## config.mk

```make
export PLATFORM = sky130hd
export DESIGN_NAME = alu_sched_flat
export DESIGN_NICKNAME = d
export VERILOG_FILES = /design/src/rtl/alu_sched_pkg.sv /design/src/rtl/alu_sched_if.sv /design/src/rtl/alu_rr_arb.sv /design/src/rtl/alu_sched.sv /design/src/flat_wrapper.sv
export SDC_FILE = /design/constraint.sdc
export NUM_CORES = 1
export LEC_CHECK = 0
export ABC_AREA = 1
export CAP_MARGIN = 40
export CELL_PAD_IN_SITES_DETAIL_PLACEMENT = 0
export CELL_PAD_IN_SITES_GLOBAL_PLACEMENT = 1
export CORE_ASPECT_RATIO = 0.7
export CORE_MARGIN = 1.5
export CORE_UTILIZATION = 25
export CTS_CLUSTER_DIAMETER = 100
export DETAILED_ROUTE_END_ITERATION = 10
export GPL_ROUTABILITY_DRIVEN = 1
export GPL_TIMING_DRIVEN = 0
export HOLD_SLACK_MARGIN = 0.1
export PLACE_DENSITY = 0.78
export SLEW_MARGIN = 20
export SYNTH_ARGS = -nofsm -noshare
export SYNTH_HDL_FRONTEND = slang
export SYNTH_SLANG_ARGS = --single-unit
export TNS_END_PERCENT = 50
```

## constraint.sdc

```tcl
create_clock -name clk -period 1.7 [get_ports clk]
set_clock_uncertainty 0.05 [all_clocks]
set_input_delay 0.17 -clock clk [delete_from_list [all_inputs] [get_ports clk]]
set_output_delay 0.17 -clock clk [all_outputs]
set_load 0.01 [all_outputs]
```

## src/rtl/alu_sched_pkg.sv

```systemverilog
// rtl/alu_sched_pkg.sv - opcodes, FSM states and flag layout shared by the ALU scheduler
package alu_sched_pkg;

    // 4-bit operation codes presented to the shared ALU
    typedef enum logic [3:0] {
        OP_AND  = 4'b0000,
        OP_OR   = 4'b0001,
        OP_XOR  = 4'b0010,
        OP_NOT  = 4'b0011,
        OP_ADDU = 4'b0100,
        OP_SUBU = 4'b0101,
        OP_ADDS = 4'b0110,
        OP_SUBS = 4'b0111,
        OP_SLL  = 4'b1000,
        OP_SRL  = 4'b1001
    } opcode_t;

    // Scheduler states
    typedef enum logic [1:0] {
        ST_IDLE = 2'd0,
        ST_EXEC = 2'd1,
        ST_RESP = 2'd2
    } state_t;

    // Bit positions inside the 4-bit {carry,negative,overflow,zero} flag word
    localparam int FLAG_ZERO     = 0;
    localparam int FLAG_OVERFLOW = 1;
    localparam int FLAG_NEGATIVE = 2;
    localparam int FLAG_CARRY    = 3;

    // Carry only means something for unsigned add/sub and right shift
    function automatic logic op_has_carry(input logic [3:0] op);
        return (op == OP_ADDU) || (op == OP_SUBU) || (op == OP_SRL);
    endfunction

    // Negative/overflow only mean something for signed add/sub
    function automatic logic op_has_nv(input logic [3:0] op);
        return (op == OP_ADDS) || (op == OP_SUBS);
    endfunction

    // Build the flag word captured at the end of EXEC; zero is always local
    function automatic logic [3:0] capture_flags(input logic [3:0]  op,
                                                 input logic [31:0] result,
                                                 input logic        carry,
                                                 input logic        negative,
                                                 input logic        overflow);
        logic [3:0] f;
        f                = 4'b0000;
        f[FLAG_ZERO]     = (result == 32'd0);
        f[FLAG_CARRY]    = op_has_carry(op) & carry;
        f[FLAG_NEGATIVE] = op_has_nv(op) & negative;
        f[FLAG_OVERFLOW] = op_has_nv(op) & overflow;
        return f;
    endfunction

endpackage

```

## src/rtl/alu_sched_if.sv

```systemverilog
// rtl/alu_sched_if.sv - request/response channels, ALU drive/return and status bundle
interface alu_sched_if;

    logic        req0_valid;
    logic        req0_ready;
    logic [3:0]  req0_op;
    logic [31:0] req0_a;
    logic [31:0] req0_b;

    logic        req1_valid;
    logic        req1_ready;
    logic [3:0]  req1_op;
    logic [31:0] req1_a;
    logic [31:0] req1_b;

    logic        rsp0_valid;
    logic        rsp0_ready;
    logic [31:0] rsp0_result;
    logic [3:0]  rsp0_flags;

    logic        rsp1_valid;
    logic        rsp1_ready;
    logic [31:0] rsp1_result;
    logic [3:0]  rsp1_flags;

    logic [3:0]  alu_operation;
    logic [31:0] alu_a;
    logic [31:0] alu_b;
    logic [31:0] alu_result;
    logic        alu_carry;
    logic        alu_negative;
    logic        alu_overflow;

    logic        busy;
    logic [15:0] op_count;

    // Scheduler side
    modport slave (
        input  req0_valid, req0_op, req0_a, req0_b,
        input  req1_valid, req1_op, req1_a, req1_b,
        input  rsp0_ready, rsp1_ready,
        input  alu_result, alu_carry, alu_negative, alu_overflow,
        output req0_ready, req1_ready,
        output rsp0_valid, rsp0_result, rsp0_flags,
        output rsp1_valid, rsp1_result, rsp1_flags,
        output alu_operation, alu_a, alu_b,
        output busy, op_count
    );

    // Requester / ALU side
    modport master (
        output req0_valid, req0_op, req0_a, req0_b,
        output req1_valid, req1_op, req1_a, req1_b,
        output rsp0_ready, rsp1_ready,
        output alu_result, alu_carry, alu_negative, alu_overflow,
        input  req0_ready, req1_ready,
        input  rsp0_valid, rsp0_result, rsp0_flags,
        input  rsp1_valid, rsp1_result, rsp1_flags,
        input  alu_operation, alu_a, alu_b,
        input  busy, op_count
    );

endinterface

```

## src/rtl/alu_rr_arb.sv

```systemverilog
// rtl/alu_rr_arb.sv - two-requester round-robin grant selection
module alu_rr_arb (
    input  logic req0_i,
    input  logic req1_i,
    input  logic last_grant_i,
    output logic grant_valid_o,
    output logic grant_id_o
);

    // A lone requester wins outright; on a tie the port not served last wins
    always_comb begin
        grant_valid_o = req0_i | req1_i;
        grant_id_o    = 1'b0;
        if (req0_i && req1_i) begin
            grant_id_o = ~last_grant_i;
        end else if (req1_i) begin
            grant_id_o = 1'b1;
        end
    end

endmodule

```

## src/rtl/alu_sched.sv

```systemverilog
// rtl/alu_sched.sv - two-port scheduler sharing one combinational ALU
module alu_sched
    import alu_sched_pkg::*;
#(
    parameter int SETTLE_CYCLES = 1
) (
    input  logic       clk,
    input  logic       reset,
    alu_sched_if.slave bus
);

    if ((SETTLE_CYCLES < 1) || (SETTLE_CYCLES > 4)) begin : g_bad_settle
        $error("alu_sched: SETTLE_CYCLES must be within 1..4");
    end

    localparam logic [1:0] SETTLE_INIT = 2'(SETTLE_CYCLES - 1);

    state_t      state_q, state_d;
    logic        last_grant_q, last_grant_d;
    logic        gnt_id_q, gnt_id_d;
    logic [3:0]  op_q, op_d;
    logic [31:0] a_q, a_d;
    logic [31:0] b_q, b_d;
    logic [1:0]  cnt_q, cnt_d;
    logic [31:0] result_q, result_d;
    logic [3:0]  flags_q, flags_d;
    logic [15:0] op_count_q, op_count_d;

    logic        arb_valid;
    logic        arb_id;
    logic        rsp_hs;
    logic [3:0]  cap_flags;

    alu_rr_arb u_arb (
        .req0_i        (bus.req0_valid),
        .req1_i        (bus.req1_valid),
        .last_grant_i  (last_grant_q),
        .grant_valid_o (arb_valid),
        .grant_id_o    (arb_id)
    );

    assign rsp_hs    = (state_q == ST_RESP) && (gnt_id_q ? bus.rsp1_ready : bus.rsp0_ready);
    assign cap_flags = capture_flags(op_q, bus.alu_result, bus.alu_carry,
                                     bus.alu_negative, bus.alu_overflow);

    // Next-state: accept in IDLE, count down the settle window, wait for the handshake
    always_comb begin
        state_d      = state_q;
        last_grant_d = last_grant_q;
        gnt_id_d     = gnt_id_q;
        op_d         = op_q;
        a_d          = a_q;
        b_d          = b_q;
        cnt_d        = cnt_q;
        result_d     = result_q;
        flags_d      = flags_q;
        op_count_d   = op_count_q;
        case (state_q)
            ST_IDLE: begin
                if (arb_valid) begin
                    gnt_id_d = arb_id;
                    op_d     = arb_id ? bus.req1_op : bus.req0_op;
                    a_d      = arb_id ? bus.req1_a  : bus.req0_a;
                    b_d      = arb_id ? bus.req1_b  : bus.req0_b;
                    cnt_d    = SETTLE_INIT;
                    state_d  = ST_EXEC;
                end
            end
            ST_EXEC: begin
                if (cnt_q == 2'd0) begin
                    result_d = bus.alu_result;
                    flags_d  = cap_flags;
                    state_d  = ST_RESP;
                end else begin
                    cnt_d = cnt_q - 2'd1;
                end
            end
            ST_RESP: begin
                // Returning to IDLE here means no new request is taken this cycle
                if (rsp_hs) begin
                    state_d      = ST_IDLE;
                    op_count_d   = op_count_q + 16'd1;
                    last_grant_d = gnt_id_q;
                end
            end
            default: begin
                state_d = ST_IDLE;
            end
        endcase
    end

    // State and datapath registers; reset drops any in-flight op silently
    always_ff @(posedge clk) begin
        if (reset) begin
            state_q      <= ST_IDLE;
            last_grant_q <= 1'b1;
            gnt_id_q     <= 1'b0;
            op_q         <= 4'd0;
            a_q          <= 32'd0;
            b_q          <= 32'd0;
            cnt_q        <= 2'd0;
            result_q     <= 32'd0;
            flags_q      <= 4'd0;
            op_count_q   <= 16'd0;
        end else begin
            state_q      <= state_d;
            last_grant_q <= last_grant_d;
            gnt_id_q     <= gnt_id_d;
            op_q         <= op_d;
            a_q          <= a_d;
            b_q          <= b_d;
            cnt_q        <= cnt_d;
            result_q     <= result_d;
            flags_q      <= flags_d;
            op_count_q   <= op_count_d;
        end
    end

    assign bus.req0_ready    = (state_q == ST_IDLE);
    assign bus.req1_ready    = (state_q == ST_IDLE);

    assign bus.rsp0_valid    = (state_q == ST_RESP) && !gnt_id_q;
    assign bus.rsp1_valid    = (state_q == ST_RESP) &&  gnt_id_q;
    assign bus.rsp0_result   = gnt_id_q ? 32'd0 : result_q;
    assign bus.rsp1_result   = gnt_id_q ? result_q : 32'd0;
    assign bus.rsp0_flags    = gnt_id_q ? 4'd0 : flags_q;
    assign bus.rsp1_flags    = gnt_id_q ? flags_q : 4'd0;

    assign bus.alu_operation = op_q;
    assign bus.alu_a         = a_q;
    assign bus.alu_b         = b_q;

    assign bus.busy          = (state_q != ST_IDLE);
    assign bus.op_count      = op_count_q;

endmodule

```

## src/flat_wrapper.sv

```systemverilog
// flat-port wrapper written by rule: the top's interface ports become plain ports
module alu_sched_flat import alu_sched_pkg::*;
#(
    parameter int SETTLE_CYCLES = 1
)
  (clk, reset, bus_req0_valid, bus_req0_op, bus_req0_a, bus_req0_b, bus_req1_valid, bus_req1_op, bus_req1_a, bus_req1_b, bus_rsp0_ready, bus_rsp1_ready, bus_alu_result, bus_alu_carry, bus_alu_negative, bus_alu_overflow, bus_req0_ready, bus_req1_ready, bus_rsp0_valid, bus_rsp0_result, bus_rsp0_flags, bus_rsp1_valid, bus_rsp1_result, bus_rsp1_flags, bus_alu_operation, bus_alu_a, bus_alu_b, bus_busy, bus_op_count);
  alu_sched_if bus_i ();
  input  logic clk;
  input  logic reset;
  input wire logic [$bits(bus_i.req0_valid)-1:0] bus_req0_valid;
  input wire logic [$bits(bus_i.req0_op)-1:0] bus_req0_op;
  input wire logic [$bits(bus_i.req0_a)-1:0] bus_req0_a;
  input wire logic [$bits(bus_i.req0_b)-1:0] bus_req0_b;
  input wire logic [$bits(bus_i.req1_valid)-1:0] bus_req1_valid;
  input wire logic [$bits(bus_i.req1_op)-1:0] bus_req1_op;
  input wire logic [$bits(bus_i.req1_a)-1:0] bus_req1_a;
  input wire logic [$bits(bus_i.req1_b)-1:0] bus_req1_b;
  input wire logic [$bits(bus_i.rsp0_ready)-1:0] bus_rsp0_ready;
  input wire logic [$bits(bus_i.rsp1_ready)-1:0] bus_rsp1_ready;
  input wire logic [$bits(bus_i.alu_result)-1:0] bus_alu_result;
  input wire logic [$bits(bus_i.alu_carry)-1:0] bus_alu_carry;
  input wire logic [$bits(bus_i.alu_negative)-1:0] bus_alu_negative;
  input wire logic [$bits(bus_i.alu_overflow)-1:0] bus_alu_overflow;
  output wire logic [$bits(bus_i.req0_ready)-1:0] bus_req0_ready;
  output wire logic [$bits(bus_i.req1_ready)-1:0] bus_req1_ready;
  output wire logic [$bits(bus_i.rsp0_valid)-1:0] bus_rsp0_valid;
  output wire logic [$bits(bus_i.rsp0_result)-1:0] bus_rsp0_result;
  output wire logic [$bits(bus_i.rsp0_flags)-1:0] bus_rsp0_flags;
  output wire logic [$bits(bus_i.rsp1_valid)-1:0] bus_rsp1_valid;
  output wire logic [$bits(bus_i.rsp1_result)-1:0] bus_rsp1_result;
  output wire logic [$bits(bus_i.rsp1_flags)-1:0] bus_rsp1_flags;
  output wire logic [$bits(bus_i.alu_operation)-1:0] bus_alu_operation;
  output wire logic [$bits(bus_i.alu_a)-1:0] bus_alu_a;
  output wire logic [$bits(bus_i.alu_b)-1:0] bus_alu_b;
  output wire logic [$bits(bus_i.busy)-1:0] bus_busy;
  output wire logic [$bits(bus_i.op_count)-1:0] bus_op_count;
  assign bus_i.req0_valid = bus_req0_valid;
  assign bus_i.req0_op = bus_req0_op;
  assign bus_i.req0_a = bus_req0_a;
  assign bus_i.req0_b = bus_req0_b;
  assign bus_i.req1_valid = bus_req1_valid;
  assign bus_i.req1_op = bus_req1_op;
  assign bus_i.req1_a = bus_req1_a;
  assign bus_i.req1_b = bus_req1_b;
  assign bus_i.rsp0_ready = bus_rsp0_ready;
  assign bus_i.rsp1_ready = bus_rsp1_ready;
  assign bus_i.alu_result = bus_alu_result;
  assign bus_i.alu_carry = bus_alu_carry;
  assign bus_i.alu_negative = bus_alu_negative;
  assign bus_i.alu_overflow = bus_alu_overflow;
  assign bus_req0_ready = bus_i.req0_ready;
  assign bus_req1_ready = bus_i.req1_ready;
  assign bus_rsp0_valid = bus_i.rsp0_valid;
  assign bus_rsp0_result = bus_i.rsp0_result;
  assign bus_rsp0_flags = bus_i.rsp0_flags;
  assign bus_rsp1_valid = bus_i.rsp1_valid;
  assign bus_rsp1_result = bus_i.rsp1_result;
  assign bus_rsp1_flags = bus_i.rsp1_flags;
  assign bus_alu_operation = bus_i.alu_operation;
  assign bus_alu_a = bus_i.alu_a;
  assign bus_alu_b = bus_i.alu_b;
  assign bus_busy = bus_i.busy;
  assign bus_op_count = bus_i.op_count;
  alu_sched #(.SETTLE_CYCLES(SETTLE_CYCLES)) u_core (.clk(clk), .reset(reset), .bus(bus_i));
endmodule
```

==> results.json <==
{
  "status": "finished clean",
  "synth_nets": 1033,
  "grt_antenna_before_repair": 2,
  "grt_pass1_wl_um": 35700,
  "ir_drop_uv": 613,
  "worst_slack_ps": 58.4,
  "cts_buffers": 17,
  "power_density_mw_per_mm2": 998,
  "required_ps": 1480,
  "drive_gt1_share_pct": 12.7,
  "post-place-ws_ps": -495,
  "final_common_cell": "clkdlybuf4s50_1",
  "row_count": 46,
  "finalSetupViolations": 0,
  "drv_cap": 0,
  "hold_path_class": "input pin to register",
  "vias": 6767,
  "boundaryPins": 338,
  "fin_crit_ps": 1640,
  "tightestPinTransition_ps": 498,
  "gp_congestion": 0.832,
  "path_clk_slew_ps": 60,
  "fp.dieW_um": 185,
  "path_delay_family": "buffers and inverters",
  "worstSetupStartpointType": "register",
  "final_core_util_pct": 44.3,
  "clock_latency_ps": 410,
  "fin_area_mm2": 0.0101,
  "drt_iter0_drc": 355,
  "cts_sinks": 126,
  "die-area_mm2": 0.0242,
  "grt.total_usage_pct": 19.5,
  "ant_nets": 0,
  "syn_to_final_growth_pct": 73.1,
  "portBuffers": 336,
  "diodes": 0,
  "finalCritPeriodShare_pct": 96.6,
  "slowest_stage": "clkdlybuf4s50_1",
  "cts_tree": "done",
  "synth_area_mm2": 0.00581,
  "grt_pass1_vias": 6390,
  "ys_seq_area_share_pct": 43.4,
  "cts_max_level": 4,
  "worstSetupPathType": "register to primary output",
  "grt.overflow.total": 0,
  "yosys.area.top_type_share_pct": 43.4,
  "slowest_delay_ps": 580,
  "routed_wl_um": 23900,
  "layout_common_cells": "clkdlybuf4s50_1 (255), nand2_1 (219), dfxtp_1 (122), inv_1 (97), nor2_1 (96)",
  "cp.arrival_ps": 1420,
  "syn_inst": 854,
  "p_leak_uw": 0.00452,
  "grt_max_degree": 17,
  "cts_root_buffer": "clkbuf_16",
  "rsz0062_at_grt": "yes",
  "cp-end-kind": "primary output",
  "hold_viol_final": 0,
  "hpwlAfterDp_um": 18500,
  "post_synth.cell_area_avg_um2": 6.81,
  "fin_nets": 1393,
  "viasPerCell": 4.40,
  "die_h_um": 131,
  "routedWlPerCell_um": 15.6,
  "synth_area_leaders": "dfxtp_1 (43%), nand2_1 (14%), a31oi_1 (7.3%), inv_1 (6.4%), nor2_1 (6.2%)",
  "relSlewSlack_pct": 66.8,
  "drv_slew": 0,
  "cp_num_buf_inv": 1,
  "initial_utilization_pct": 25.6,
  "placed_area_mm2": 0.00957,
  "coreArea_mm2": 0.0227,
  "path_cells": "clkdlybuf4s50_1",
  "drc_errors": 0,
  "synth_area_leader_cell": "dfxtp_1",
  "worst-path-max-fanout": 3,
  "ys_warn_count": 0,
  "synth_seq_cells": 126,
  "max_freq_ghz": 0.609,
  "cts_buffer_depth": 2,
  "dr.pass1.iters": 4,
  "synth_cell_types": 29
}
==> cells in the mapped netlist <==
master,count
nand3_2,1
clkinv_1,2
nor2_1,96
buf_1,2
nor3b_1,1
nor2_2,3
nand2_2,1
inv_2,1
clkbuf_1,28
inv_1,99
buf_6,8
ha_1,2
a21oi_1,40
a22oi_1,2
buf_4,3
nor3_1,3
o21ai_1,63
buf_2,17
nand4_1,2
nand3_1,12
or2_2,1
o21ai_0,46
a211oi_1,2
nand2_1,220
nor2_4,3
o21a_1,1
dfxtp_1,126
o211ai_1,1
a31oi_1,68
==> logic make-up after synthesis <==
kind of cell             after synthesis  synth area share (%)
AND/OR/NAND/NOR                      343                  23.3
AO/OA/AOI/OAI                        223                  20.9
buffers and inverters                160                  11.9
flip-flops                           126                  43.4
adder cells (fa/ha/maj)                2                 0.430
==> power breakdown <==
| group | switching, uW | total [uW] | internal [uW] | leakage [uW] |
|---|---|---|---|---|
| combinational | 1430 | 2860 | 1430 | 0.00322 |
| sequential | 229 | 3600 | 3370 | 0.00104 |
| clock | 1490 | 3590 | 2100 | 0.000265 |
==> stage by stage <==
| step | power, uW | cells | TNS [ps] | hold WS, ps |
|---|---|---|---|---|
| 2_1_floorplan | 4900 | 854 | 0 | 268 |
| 3_3_place_gp | 6570 | 1502 | -43430 | 408 |
| 3_5_place_dp | 6590 | 1502 | -45950 | 414 |
| 4_1_cts | 10200 | 1537 | -544 | 248 |
| 5_1_grt | 10600 | 1539 | -50.1 | 259 |
| 6_report | 10000 | 1539 | 0 | 269 |
==> what timing repair did <==
| item | CTS | global route |
|---|---|---|
| buffers inserted | 1 | 1 |
| endpoints found under the setup margin | 91 | 88 |
| gates resized for setup | 199 | 91 |
| pin swaps | 1 | 1 |
| cloned | 1 | 1 |
| hold buffers | 1 | 0 |
| hold endpoints to repair | 8 | 0 |
==> state kept, by name (all words and copies together), names as in the netlist <==
register,flops
u_core.bus.alu_a,32
u_core.bus.alu_b,32
u_core.bus.alu_operation,4
u_core.bus.op_count,16
u_core.cnt_q,2
u_core.flags_q,4
u_core.gnt_id_q,1
u_core.last_grant_q,1
u_core.result_q,32
u_core.state_q,2
==> per-layer routing <==
layer	global-route usage [%]	vias to the layer above	share of wire [%]
met2	31.6	246	44
met3	8.40	19	10
met4	4.64	4	0.73
met5	0	-	0.13
li1	-	3488	-
met1	23.9	3010	45
==> worst paths after layout <==
path	cells past startpoint	endpoint	start	slack, ps
setup / recovery	1	bus_alu_operation[0]	u_core.bus.alu_operation[0]	60
hold / removal	3	u_core.bus.alu_b[22]	bus_req1_b[22]	270
setup reg to reg	9	u_core.bus.op_count[13]	u_core.gnt_id_q	120
hold reg to reg	2	u_core.result_q[19]	u_core.result_q[19]	420
==> worst register-to-register path: stages, from the launching register on <==
cell and delay (ps):
dfxtp_4 360, buf_4 130, inv_1 90, nand2_1 60, nand2_1 170, nand3_2 180
nor2_4 230, nand3_1 110, nand2_1 70, nor2_1 30
==> cell type report <==
cell class              count  area, um2
fillers                  2377      12700
repair buffers            341       3130
multi-input cells         568       2620
flip-flops and latches    126       2530
clock buffers              20        457
plain buffers              58        448
well taps                 312        390
inverters                 102        384
clock inverters            12        113
Power figures use the tool's default switching activity.
